File: src/rtl/sram_sp_req_ctrl.sv
// Request-stream controller for a single-port SRAM macro with active-low CEB/WEB.
// Zero-fills the array after reset and returns read data through a small response FIFO.
module sram_sp_req_ctrl #(
   parameter int DATA_W        = 16,
   parameter int DEPTH         = 256,
   parameter int ADDR_W        = 8,
   parameter int RESP_DEPTH    = 3,
   parameter int INIT_ON_RESET = 1
) (
   input  logic              i_clock,
   input  logic              i_reset,
   output logic              o_init_done,
   input  logic              i_req_valid,
   output logic              o_req_ready,
   input  logic              i_req_write,
   input  logic [ADDR_W-1:0] i_req_addr,
   input  logic [DATA_W-1:0] i_req_wdata,
   output logic              o_resp_valid,
   input  logic              i_resp_ready,
   output logic [DATA_W-1:0] o_resp_rdata,
   output logic              o_sram_ceb,
   output logic              o_sram_web,
   output logic [ADDR_W-1:0] o_sram_a,
   output logic [DATA_W-1:0] o_sram_d,
   input  logic [DATA_W-1:0] i_sram_q
);

   localparam int CW = $clog2(RESP_DEPTH + 1);
   localparam int PW = $clog2(RESP_DEPTH);

   typedef enum logic {ST_INIT, ST_RUN} state_t;

   state_t            r_state;
   logic [ADDR_W-1:0] r_cnt;
   logic              r_inflight;
   logic [DATA_W-1:0] r_q [RESP_DEPTH];
   logic [PW-1:0]     r_wp;
   logic [PW-1:0]     r_rp;
   logic [CW-1:0]     r_count;

   logic w_run;
   logic w_room;
   logic w_fire;
   logic w_rd_fire;
   logic w_enq;
   logic w_deq;

   function automatic logic [PW-1:0] f_inc(input logic [PW-1:0] p);
      return (p == PW'(RESP_DEPTH - 1)) ? '0 : p + 1'b1;
   endfunction

   // Room counts the read already in flight so the FIFO can never overflow.
   assign w_room = ({1'b0, r_count} + {{CW{1'b0}}, r_inflight})
                   < (CW+1)'(RESP_DEPTH);
   assign w_run        = (r_state == ST_RUN) & ~i_reset;
   assign o_req_ready  = w_run & (i_req_write | w_room);
   assign w_fire       = i_req_valid & o_req_ready;
   assign w_rd_fire    = w_fire & ~i_req_write;
   assign w_enq        = r_inflight;
   assign o_resp_valid = (r_count != '0);
   assign w_deq        = o_resp_valid & i_resp_ready;
   assign o_resp_rdata = r_q[r_rp];
   assign o_init_done  = (r_state == ST_RUN);

   always_comb begin
      o_sram_ceb = 1'b1;
      o_sram_web = 1'b1;
      o_sram_a   = '0;
      o_sram_d   = '0;
      if (!i_reset) begin
         if (r_state == ST_INIT) begin
            if (INIT_ON_RESET != 0) begin
               o_sram_ceb = 1'b0;
               o_sram_web = 1'b0;
               o_sram_a   = r_cnt;
            end
         end else if (w_fire) begin
            o_sram_ceb = 1'b0;
            o_sram_web = ~i_req_write;
            o_sram_a   = i_req_addr;
            o_sram_d   = i_req_write ? i_req_wdata : '0;
         end
      end
   end

   always_ff @(posedge i_clock) begin
      if (i_reset) begin
         r_state    <= ST_INIT;
         r_cnt      <= '0;
         r_inflight <= 1'b0;
         r_wp       <= '0;
         r_rp       <= '0;
         r_count    <= '0;
         for (int i = 0; i < RESP_DEPTH; i++) r_q[i] <= '0;
      end else begin
         unique case (r_state)
            ST_INIT: begin
               if (INIT_ON_RESET == 0 || r_cnt == ADDR_W'(DEPTH - 1))
                  r_state <= ST_RUN;
               else
                  r_cnt <= r_cnt + 1'b1;
            end
            ST_RUN: r_state <= ST_RUN;
         endcase
         // Q is only meaningful in the cycle right after a read fire.
         r_inflight <= w_rd_fire;
         if (w_enq) begin
            r_q[r_wp] <= i_sram_q;
            r_wp      <= f_inc(r_wp);
         end
         if (w_deq) r_rp <= f_inc(r_rp);
         unique case ({w_enq, w_deq})
            2'b10:   r_count <= r_count + 1'b1;
            2'b01:   r_count <= r_count - 1'b1;
            default: r_count <= r_count;
         endcase
         assert (r_count <= CW'(RESP_DEPTH));
      end
   end

endmodule
File: config.mk
export PLATFORM = sky130hd
export DESIGN_NAME = sram_sp_req_ctrl
export DESIGN_NICKNAME = d
export VERILOG_FILES = /design/src/rtl/sram_sp_req_ctrl.sv
export SDC_FILE = /design/constraint.sdc
export NUM_CORES = 1
export LEC_CHECK = 0
export ABC_AREA = 1
export ABC_CLOCK_PERIOD_IN_PS = 2400
export CAP_MARGIN = 20
export CORE_MARGIN = 2
export CORE_UTILIZATION = 45
export DETAILED_ROUTE_END_ITERATION = 8
export GPL_TIMING_DRIVEN = 0
export PLACE_DENSITY = 0.8
export SLEW_MARGIN = 20
export SYNTH_ARGS = -nofsm -noshare
export SYNTH_HDL_FRONTEND = slang
export SYNTH_SLANG_ARGS = --single-unit
File: constraint.sdc
create_clock -name i_clock -period 2.4 [get_ports i_clock]
set_input_delay 0.24 -clock i_clock [delete_from_list [all_inputs] [get_ports i_clock]]
set_output_delay 0.24 -clock i_clock [all_outputs]
set_load 0.01 [all_outputs]
==> summary.md, run 1 <==
| Metric | Value |
|---|---|
| Worst Path Arrival | `2.08 ns` |
| Hold buffers post-CTS | `0` |
| Pwr dens | `554 nW/um^2` |
| CTS tree | `done` |
| Reg area | `2280 um^2` |
| Synth Register Bits | `82` |
| Hold WC Path Type | `primary input to register` |
| Rows | `33` |
| Io pins | `90` |
| Number of global-route vias before repair | `3250` |
| Starting Density | `47.0%` |
| Clk sinks | `82` |
| Diodes inserted | `0` |
| Max clock buf depth | `2` |
| Chip Width | `97.1 um` |
| Critical Path Slowest Stage Cell | `dfxtp_2` |
| Gr busiest metal | `met2` |
| Reg2reg start | `r_inflight` |
| Period utilization | `96.8%` |
| Antenna Nets Post-Route | `0` |
| Layout fillers | `692` |
| Yosys cell types | `29` |
| DR vias | `3192` |
| Avg Cell Area, Syn | `9.37 um^2` |
| PnR worst setup slack | `0.0759 ns` |
| Status | `finished, final reports clean` |
| Layout cell share with drive strength beyond 1 | `13.6%` |
| CTS root buf | `clkbuf_8` |
| DRT iter0 DRCs | `197` |
| CTS Buf Count | `9` |
| Critical Path Fanout Max | `10` |
| Crit. End Element | `primary output` |
| GPL Wtd Cong | `0.763` |
| Reg2reg end | `r_q[0][0]` |
| Slew headroom | `45.6%` |
| Worst clock skew | `0.00784 ns` |
| Worst path bufs/invs | `4` |
| All-Layer GR Usage | `19.8%` |
| Max Cap Viol | `0` |
| Drt first pass iters | `4` |
| Reg-to-reg slack, setup | `0.43 ns` |
| Multi-input gate area | `1340 um^2` |
| Post-route minimum period | `2.32 ns` |
| Cell count along the critical path | `10` |
| Setup violators final | `0` |
| Maximum VDD drop | `397 uV` |
| Pin count of the biggest net entering global routing | `17` |
| Post-DP HPWL | `6.65 mm` |
| Synth-to-Final Area Change | `30.2%` |
| Slew Limit Fails | `0` |
| Nets | `565` |
| CP required | `2.16 ns` |
| Global-route wire length before repair | `14.9 mm` |
| Fmax | `0.430 GHz` |
| Mapped cell area | `3900 um^2` |
| Met1 Usage GRT | `22.0%` |
| Clock transition at path regs | `0.08 ns` |
| Worst path cell trace | `ha_1 -> ha_1 -> nand2_1 -> inv_1 -> o21ai_2 -> nand3_4 -> buf_6 -> nand2_1 -> inv_1 -> dlygate4sd2_1` |
| RSZ-0062 raised after global routing | `yes` |
| H-Tree Depth | `3` |
| Synthesized Nets | `465` |
| Initial antenna violation count | `0` |
| Final WL | `9.01 mm` |
| Worst setup path end | `o_sram_ceb` |
| Worst skew pair latency | `0.34 ns` |
| Place WS | `0.0477 ns` |
| Synth warn | `0` |
| Core ar. | `8300 um^2` |
| Pwr Total | `2.81 mW` |
| Port-buffer cells | `87` |
| DR vias/cell | `5.10` |
| Slowest stage delay, CP | `0.34 ns` |
| Met3 Use GR | `5.18%` |
| Worst Setup SP | `r_inflight` |
| Least-Margin Pin Slew | `0.810 ns` |
| Wirelength per Cell | `14.4 um` |
| Sequential share of the synthesized area | `58.5%` |
| Die area | `9420 um^2` |
| Critical Path Source Type | `register` |
| Synthesized netlist cell count | `416` |
| FF-to-FF path depth | `5` |
| WS Path Type | `register to primary output` |
| GR Overflow Total | `0` |
| Total leakage power | `2.09 nW` |
| Final hold violation count | `0` |
| DRC | `0` |
| Critical path's top delay family | `buffers and inverters` |
| Die Height | `97.1 um` |
| Met2 GRT Util | `34.6%` |
==> Yosys cell counts <==
master / count / area share, %
nor3_1: 1 / 0.13
buf_2: 3 / 0.38
nand2_4: 2 / 0.58
nor2_8: 1 / 0.51
a21oi_1: 9 / 1.2
edfxtp_1: 64 / 49
nand3_1: 16 / 2.1
nor2_2: 1 / 0.16
a21oi_2: 2 / 0.45
nor2_4: 2 / 0.58
o21ai_0: 43 / 5.5
o22ai_1: 16 / 2.6
ha_1: 4 / 1.3
buf_6: 6 / 1.7
inv_2: 1 / 0.096
clkbuf_8: 1 / 0.35
nor4_1: 1 / 0.16
buf_4: 1 / 0.19
nand3_4: 3 / 1.3
o21ai_2: 3 / 0.67
nand3_2: 1 / 0.26
nor2_1: 111 / 11
nand2_1: 48 / 4.6
inv_1: 45 / 4.3
dfxtp_1: 18 / 9.2
clkbuf_1: 8 / 0.77
nand4_1: 2 / 0.32
o31ai_1: 2 / 0.38
and2_1: 1 / 0.16
==> stage by stage <==
| stage | TNS [ns] | cell area, um^2 | cells | hold WS, ns | util (%) |
|---|---|---|---|---|---|
| final | 0 | 5080 | 626 | 0.159 | 61.2 |
| after floorplan | 0 | 3910 | 416 | 0.339 | - |
| after global placement | -2.73 | 4910 | 608 | 0.458 | 59.1 |
| after global routing | -0.167 | 5080 | 626 | 0.155 | 61.2 |
| after detailed placement | 0 | 4930 | 609 | 0.468 | 59.4 |
| after CTS | -0.00132 | 5130 | 626 | 0.148 | 61.8 |
==> worst register-to-register path, delay by kind of cell (launching register included) <==
family / cells / cell delay, ns
simple gates: 3 / 0.92
flops: 1 / 0.35
buf+inv: 2 / 0.33
==> area by class of cell <==
| type | instances | area share, % |
|---|---|---|
| buffer | 19 | 2.83 |
| clock buffer | 11 | 2.59 |
| clock inverter | 5 | 1.55 |
| inverter | 46 | 3.40 |
| multi-input combinational | 269 | 26.3 |
| sequential | 82 | 45.0 |
| tap | 105 | 2.59 |
| timing repair buffer | 89 | 15.7 |
==> how the worst min path moves through the flow <==
stage / start / endpoint / slack [ns] / depth (start not counted)
floorplan: i_sram_q[0] / r_q[3][0] / 0.34 / 0
global placement: r_cnt[6] / r_cnt[6] / 0.46 / 2
detailed placement: r_cnt[6] / r_cnt[6] / 0.47 / 2
CTS: i_reset / r_cnt[3] / 0.15 / 2
global route: i_reset / r_cnt[3] / 0.16 / 2
finish: i_reset / r_cnt[3] / 0.16 / 2
==> cells in the final DEF, fill, tap and decap left out, types with 3 or more instances in the layout <==
| cell | n |
|---|---|
| clkdlybuf4s50_1 | 60 |
| o22ai_1 | 16 |
| nand3_1 | 16 |
| clkbuf_8 | 10 |
| dfxtp_1 | 17 |
| edfxtp_1 | 64 |
| nand2_1 | 48 |
| dlygate4sd2_1 | 7 |
| o21ai_0 | 43 |
| nor2_1 | 109 |
| a21oi_1 | 9 |
| buf_2 | 3 |
| ha_1 | 4 |
| buf_6 | 7 |
| clkbuf_2 | 22 |
| nand3_4 | 4 |
| clkbuf_1 | 4 |
| o21ai_2 | 3 |
| nor2_2 | 3 |
| inv_1 | 45 |
==> metal layers <==
metal | share of wire, % | vias up | wire [um]
met2 | 51 | 136 | 4610
met3 | 7.8 | 11 | 702
met1 | 40 | 1465 | 3610
met5 | 0 | - | 0
li1 | - | 1580 | -
met4 | 0.99 | 0 | 89
==> kinds of logic (layout without fill, tap and decap cells) <==
family / count (synthesis) / count (layout) / synth area share (%)
AOI/OAI and AO/OA: 75 / 75 / 10.8
adders and majority gates: 4 / 4 / 1.28
buffers and inverters: 65 / 170 / 7.86
DFF: 82 / 82 / 58.5
and+or+nand+nor: 190 / 190 / 21.6
==> registers in the layout (all words and copies together), names as in the netlist, named ones only <==
name	cells
r_count	2
r_rp	2
r_inflight	1
r_wp	2
o_init_done	1
r_cnt	8
r_q	64
==> report_power, final <==
| group | leakage, nW | internal (mW) | total [mW] | switching [mW] |
|---|---|---|---|---|
| Clock | 0.0972 | 0.583 | 1.05 | 0.462 |
| Sequential | 0.785 | 1.56 | 1.57 | 0.0125 |
| Combinational | 1.20 | 0.105 | 0.198 | 0.0929 |
==> what timing repair did <==
item	4_1_cts	5_1_grt
setup buffers	1	0
endpoints found under the setup margin	34	39
pin swaps	1	2
gates resized for setup	36	45
Power figures use the tool's default switching activity.
==> inputs of run 2 (changes only) <==
HOLD_SLACK_MARGIN = 0.06   (was default)
SLEW_MARGIN = default   (was 20)
==> run 2 against run 1 <==
Critical path depth unchanged. Maximum frequency rose by 1.8%. Cell count grew 0.16%. Clock power grew 16%. Via count increased by 0.16%. Wire length down 0.48%. Sequential cell count unchanged. Sequential share of layout area is 0.49 points lower. Total power is 6.3% higher. Combinational power hardly changed. Critical endpoint is now o_sram_d[5]. Largest cell class unchanged. Highest routed layer unchanged.
==> summary.md, run 2 (same netlist as run 1, synthesis figures left out) <==
| Metric | Value |
|---|---|
| Post-route minimum period | `2.28 ns (-0.0403 ns)` |
| Met3 Use GR | `5.25% (+0.072 points)` |
| Reg2reg start | `r_inflight` |
| All-Layer GR Usage | `19.7% (-0.095 points)` |
| Number of global-route vias before repair | `3221 (-0.89%)` |
| CTS tree | `done` |
| Starting Density | `47.0% (unchanged)` |
| Max reg flops | `64 (unchanged)` |
| CP required | `2.16 ns (about the same)` |
| Chip Width | `97.1 um (unchanged)` |
| DRT iter0 DRCs | `168 (-15%)` |
| Layout cell share with drive strength beyond 1 | `14.8% (+1.1 points)` |
| Worst Setup SP | `r_inflight` |
| DRC | `0 (unchanged)` |
| GR Overflow Total | `0 (unchanged)` |
| Die Height | `97.1 um (unchanged)` |
| Die area | `9420 um^2 (unchanged)` |
| Commonest non-fill, non-tap cell in the layout | `nor2_1` |
| Diodes inserted | `0 (unchanged)` |
| Worst clock skew | `0.00419 ns (-0.00366 ns)` |
| CTS Buf Count | `9 (unchanged)` |
| Largest Register | `r_q` |
| Setup violators final | `0 (unchanged)` |
| Slew headroom | `47.2% (+1.6 points)` |
| Pin count of the biggest net entering global routing | `17 (unchanged)` |
| Nets | `566 (+0.18%)` |
| Worst skew pair latency | `0.35 ns (about the same)` |
| Hold buffers post-CTS | `0 (unchanged)` |
| Period utilization | `95.2% (-1.7 points)` |
| Crit. End Element | `primary output` |
| Hold_ws | `0.147 ns (-0.0125 ns)` |
| Fmax | `0.438 GHz (+1.8%)` |
| Met1 Usage GRT | `22.4% (+0.37 points)` |
| Max clock buf depth | `2 (unchanged)` |
| Post-layout util | `61.9% (+0.68 points)` |
| H-Tree Depth | `3 (unchanged)` |
| Initial antenna violation count | `0 (unchanged)` |
| Met2 GRT Util | `34.7% (+0.11 points)` |
| Clk sinks | `82 (unchanged)` |
| Critical Path Fanout Max | `10 (unchanged)` |
| RSZ-0062 raised after global routing | `yes` |
| Hold WC Path Type | `primary input to register` |
| Io pins | `90 (unchanged)` |
| Max Cap Viol | `0 (unchanged)` |
| DR vias | `3197 (+0.16%)` |
| Status | `finished, final reports clean` |
| Hold Startpoint | `i_reset` |
| Gr busiest metal | `met2` |
| Drt first pass iters | `4 (unchanged)` |
| Slew Limit Fails | `0 (unchanged)` |
| Least-Margin Pin Slew | `0.791 ns (-0.0192 ns)` |
| GPL Wtd Cong | `0.763 (unchanged)` |
| Synth-to-Final Area Change | `31.7%` |
| WS Path Type | `register to primary output` |
| Rows | `33 (unchanged)` |
| Post-DP HPWL | `6.51 mm (-2.1%)` |
| Clock transition at path regs | `0.08 ns (about the same)` |
| Total leakage power | `2.12 nW (+1.6%)` |
| Port-buffer cells | `87 (unchanged)` |
| Global-route wire length before repair | `14.8 mm (-0.23%)` |
| Wirelength per Cell | `14.3 um (-0.64%)` |
| Core ar. | `8300 um^2 (unchanged)` |
| Worst Path Arrival | `2.04 ns (-0.04 ns)` |
| DR vias/cell | `5.10 (about the same)` |
| CTS root buf | `clkbuf_8` |
| Top flop regs | `r_q (64), r_cnt (8)` |
| Final WL | `8.97 mm (-0.48%)` |
| Most frequent cells in the layout | `nor2_1 (109), edfxtp_1 (64), clkdlybuf4s50_1 (60)` |
| Pwr dens | `582 nW/um^2 (+5.1%)` |
| Critical Path Source Type | `register` |
| Antenna Nets Post-Route | `0 (unchanged)` |
| Final hold violation count | `0 (unchanged)` |
| Maximum VDD drop | `341 uV (-14%)` |
[run 2: cell types whose count changed in the layout (fill, tap and decap cells not counted), sizes merged, moves of 3 or more]
cell           change
clkdlybuf4s15      +4
dlygate4sd2        -4
buf               +13
clkbuf            -14
inv                +3
[run 2: layer usage]
layer  share of wire (%)  vias to the layer above
met4                 2.3                        0
met2                  50                      139
met5                   0                        -
li1                    -                     1585
met3                 7.6                       20
met1                  40                     1453
[run 2: timing repair]
item	CTS	global route
pin swaps	1	1
gates cloned	0	0
resized for setup	67	37
setup buffers	2	0
endpoints found under the setup margin	35	40
[run 2: layout make-up]
class,instances,area (um^2)
buffer,19,143
multi-input combinational,269,1340
tap,105,131
clock buffer,9,124
inverter,46,173
fill,669,3170
clock inverter,7,124
sequential,82,2280
timing repair buffer,90,818
[run 2: power breakdown]
group	internal (mW)	total, mW	switching (mW)
Combinational	0.105	0.198	0.0933
Clock	0.702	1.22	0.521
Sequential	1.56	1.57	0.0125
Total	2.36	2.99	0.627
[run 2: final timing paths]
| kind | slack, ns | cells after the start | endpoint |
|---|---|---|---|
| max | 0.12 | 10 | o_sram_d[5] |
| min | 0.15 | 2 | r_cnt[3] |
| min reg2reg | 0.47 | 1 | r_wp[0] |
| max reg2reg | 0.44 | 5 | r_q[1][13] |
[run 2: worst max-delay path, cell delays in order, from the launching register on]
cell     delay [ns]
dfxtp_2        0.34
ha_1           0.20
ha_1           0.27
nand2_1        0.06
inv_1          0.04
o21ai_2        0.17
nand3_4        0.10
buf_6          0.14
buf_6          0.13
nor2_1         0.10
buf_2          0.15
[run 2: through the flow]
step                instances  setup TNS [ns]  area (um^2)  setup slack (ns)  power (mW)
floorplan                 416               0         3910             0.469        1.68
global placement          608           -2.73         4910            -0.171        1.79
detailed placement        609               0         4930            0.0141        1.80
CTS                       627               0         5160           0.00129        3.01
global route              627          -0.205         5130           -0.0274        3.09
finish                    627               0         5130             0.116        2.99
==> inputs of run 3 (changes only) <==
--- a/config.mk
+++ b/config.mk
@@ -12,4 +12,5 @@
 export CORE_UTILIZATION = 45
 export DETAILED_ROUTE_END_ITERATION = 8
+export GPL_ROUTABILITY_DRIVEN = 0
 export GPL_TIMING_DRIVEN = 0
 export HOLD_SLACK_MARGIN = 0.06
==> constraint.sdc (replaced) <==
create_clock -name i_clock -period 2.4 [get_ports i_clock]
set_input_delay 0.24 -clock i_clock [delete_from_list [all_inputs] [get_ports i_clock]]
set_output_delay 0.24 -clock i_clock [all_outputs]
set_load 0.02 [all_outputs]
==> run 3 against run 2 <==
Setup slack improved by 0.024 ns. Utilization fell by 0.56 points. Sequential power barely moved. Cell area fell by 0.90%. Clock-buffer cell count did not move. Maximum frequency rose by 1.1%. Global-route usage rose by 0.14 points. Sequential share of layout area rose by 0.43 points. Register-to-register slack barely moved. Wire length rose by 0.27%. Total power rose by 0.28%. Combinational power rose by 6%. Largest cell class unchanged. Largest power group unchanged.
==> summary.md, run 3 (same netlist as run 1, synthesis figures left out) <==
| Metric | Value |
|---|---|
| Commonest non-fill, non-tap cell in the layout | `nor2_1` |
| DR vias/cell | `5.15 (+1.1%)` |
| Nets | `565 (-0.18%)` |
| All-Layer GR Usage | `19.8% (+0.14 points)` |
| Max clock buf depth | `2 (unchanged)` |
| Starting Density | `47.0% (unchanged)` |
| Chip Width | `97.1 um (unchanged)` |
| Reg area | `2280 um^2 (about the same)` |
| Maximum VDD drop | `342 uV (+0.28%)` |
| Rows | `33 (unchanged)` |
| Met2 wire length | `4.57 mm (+1.6%)` |
| Core ar. | `8300 um^2 (unchanged)` |
| Period utilization | `94.2% (-0.99 points)` |
| Multi-input gate area | `1340 um^2 (unchanged)` |
| Critical path's top delay family | `buffers and inverters` |
| DP Area | `4930 um^2 (unchanged)` |
| DR vias | `3226 (+0.91%)` |
| Most frequent cells in the layout | `nor2_1 (109), edfxtp_1 (64), clkdlybuf4s50_1 (59)` |
| Largest Register | `r_q` |
| Slew headroom | `46.5% (-0.66 points)` |
| Post-DP HPWL | `6.51 mm (unchanged)` |
| Clock transition at path regs | `0.08 ns (about the same)` |
| Max Cap Viol | `0 (unchanged)` |
| Top flop regs | `r_q (64), r_cnt (8)` |
| Slowest stage delay, CP | `0.64 ns (+0.30 ns)` |
| Post-route minimum period | `2.26 ns (-0.0239 ns)` |
| Drt first pass iters | `5 (+1)` |
| Least-Margin Pin Slew | `0.801 ns (+0.00987 ns)` |
| Total leakage power | `2.12 nW (-0.20%)` |
| Hold buffers post-CTS | `0 (unchanged)` |
| CTS tree | `done` |
| Die area | `9420 um^2 (unchanged)` |
| DRC | `0 (unchanged)` |
| Critical Path Slowest Stage Cell | `clkdlybuf4s50_1` |
| Setup violators final | `0 (unchanged)` |
| Die Height | `97.1 um (unchanged)` |
| Antenna Nets Post-Route | `0 (unchanged)` |
| Final WL | `8.99 mm (+0.27%)` |
| Met3 wire len | `803 um (+18%)` |
| Port-buffer cells | `87 (unchanged)` |
| Synth-to-Final Area Change | `30.5%` |
| Max reg flops | `64 (unchanged)` |
| H-Tree Depth | `3 (unchanged)` |
| Layout fillers | `682 (+1.9%)` |
| GR Overflow Total | `0 (unchanged)` |
| Io pins | `90 (unchanged)` |
| Pwr dens | `589 nW/um^2 (+1.2%)` |
| Hold WC Path Type | `primary input to register` |
| Design Area, Final | `5090 um^2 (-0.90%)` |
| Final hold violation count | `0 (unchanged)` |
| Wire length on met1 | `3.47 mm (-3.0%)` |
| CTS root buf | `clkbuf_8` |
| Crit. End Element | `primary output` |
| Worst skew pair latency | `0.35 ns (about the same)` |
| Top Layer Used | `met4` |
| Initial antenna violation count | `0 (unchanged)` |
| Status | `finished, final reports clean` |
| Clk sinks | `82 (unchanged)` |
| Fmax | `0.442 GHz (+1.1%)` |
| Pin count of the biggest net entering global routing | `17 (unchanged)` |
| Critical Path Fanout Max | `10 (unchanged)` |
| WS Path Type | `register to primary output` |
| Layout cell share with drive strength beyond 1 | `16.3% (+1.6 points)` |
| Worst path cell trace | `inv_1 -> buf_2 -> nor2_1 -> o22ai_1 -> clkdlybuf4s50_1` |
| Wirelength per Cell | `14.4 um (+0.43%)` |
| RSZ-0062 raised after global routing | `no` |
| DRT iter0 DRCs | `176 (+4.8%)` |
| Slew Limit Fails | `0 (unchanged)` |
| Worst Path Arrival | `2.02 ns (-0.02 ns)` |
| Pwr Total | `3.00 mW (+0.28%)` |
| Number of global-route vias before repair | `3242 (+0.65%)` |
| Diodes inserted | `0 (unchanged)` |
| Global-route wire length before repair | `14.9 mm (+0.65%)` |
| Critical Path Source Type | `register` |
| CP required | `2.16 ns (about the same)` |
| Worst path bufs/invs | `3 (-1)` |
| Worst clock skew | `0.00574 ns (+0.00155 ns)` |
| CTS Buf Count | `9 (unchanged)` |
## run 3: cell types whose count changed in the layout (fill, tap and decap cells not counted), sizes merged
cell / before / now
clkbuf: 23 / 25
clkdlybuf4s15: 7 / 0
clkdlybuf4s50: 60 / 59
dlygate4sd2: 3 / 1
buf: 25 / 32
## run 3: cell type report
type / count / share of cell area, %
Inverter: 46 / 3.39
Timing Repair Buffer: 89 / 15.2
Buffer: 19 / 2.80
Clock buffer: 9 / 2.43
Tap cell: 105 / 2.58
Sequential cell: 82 / 44.9
Clock inverter: 7 / 2.43
Multi-Input combinational cell: 269 / 26.3
## run 3: metal layers
layer	vias up	global-route usage [%]
li1	1585	-
met5	-	0
met2	150	34.8
met1	1477	22.3
met3	14	5.61
met4	0	9.10
## run 3: through the flow
| step | util (%) | setup WS [ns] | hold WS [ns] | std cells | setup TNS (ns) |
|---|---|---|---|---|---|
| global route | 61.3 | 0.00455 | 0.145 | 626 | 0 |
| CTS | 62.4 | 0.00386 | 0.133 | 626 | 0 |
| detailed placement | 59.4 | -0.0537 | 0.472 | 609 | -0.109 |
| finish | 61.3 | 0.140 | 0.149 | 626 | 0 |
| floorplan | - | 0.469 | 0.339 | 416 | 0 |
| global placement | 59.1 | -0.171 | 0.458 | 608 | -2.74 |
## run 3: worst paths after layout
| kind | from | end | slack [ns] | cells past startpoint |
|---|---|---|---|---|
| worst max-delay path | register | o_resp_rdata[0] | 0.14 | 5 |
| worst max register to register | r_inflight | r_q[0][11] | 0.43 | 5 |
| worst min-delay path | i_reset | r_cnt[3] | 0.15 | 2 |
| worst min register to register | r_inflight | r_wp[0] | 0.47 | 1 |
## run 3: power breakdown
group / switching (mW) / total [mW] / internal (mW)
clock network: 0.518 / 1.22 / 0.702
registers: 0.0126 / 1.57 / 1.56
logic: 0.105 / 0.209 / 0.104
total: 0.636 / 3.00 / 2.36
## run 3: timing repair
item | 4_1_cts | 5_1_grt
buffers inserted | 1 | 0
pin swaps | 1 | 2
gates resized for setup | 81 | 44
setup endpoints to repair | 41 | 36
## run 3: worst register-to-register path, delay by kind of cell, from the launching register on
family | cells | cell delay, ns
and+or+nand+nor | 3 | 0.92
DFF | 1 | 0.36
buffers and inverters | 2 | 0.32
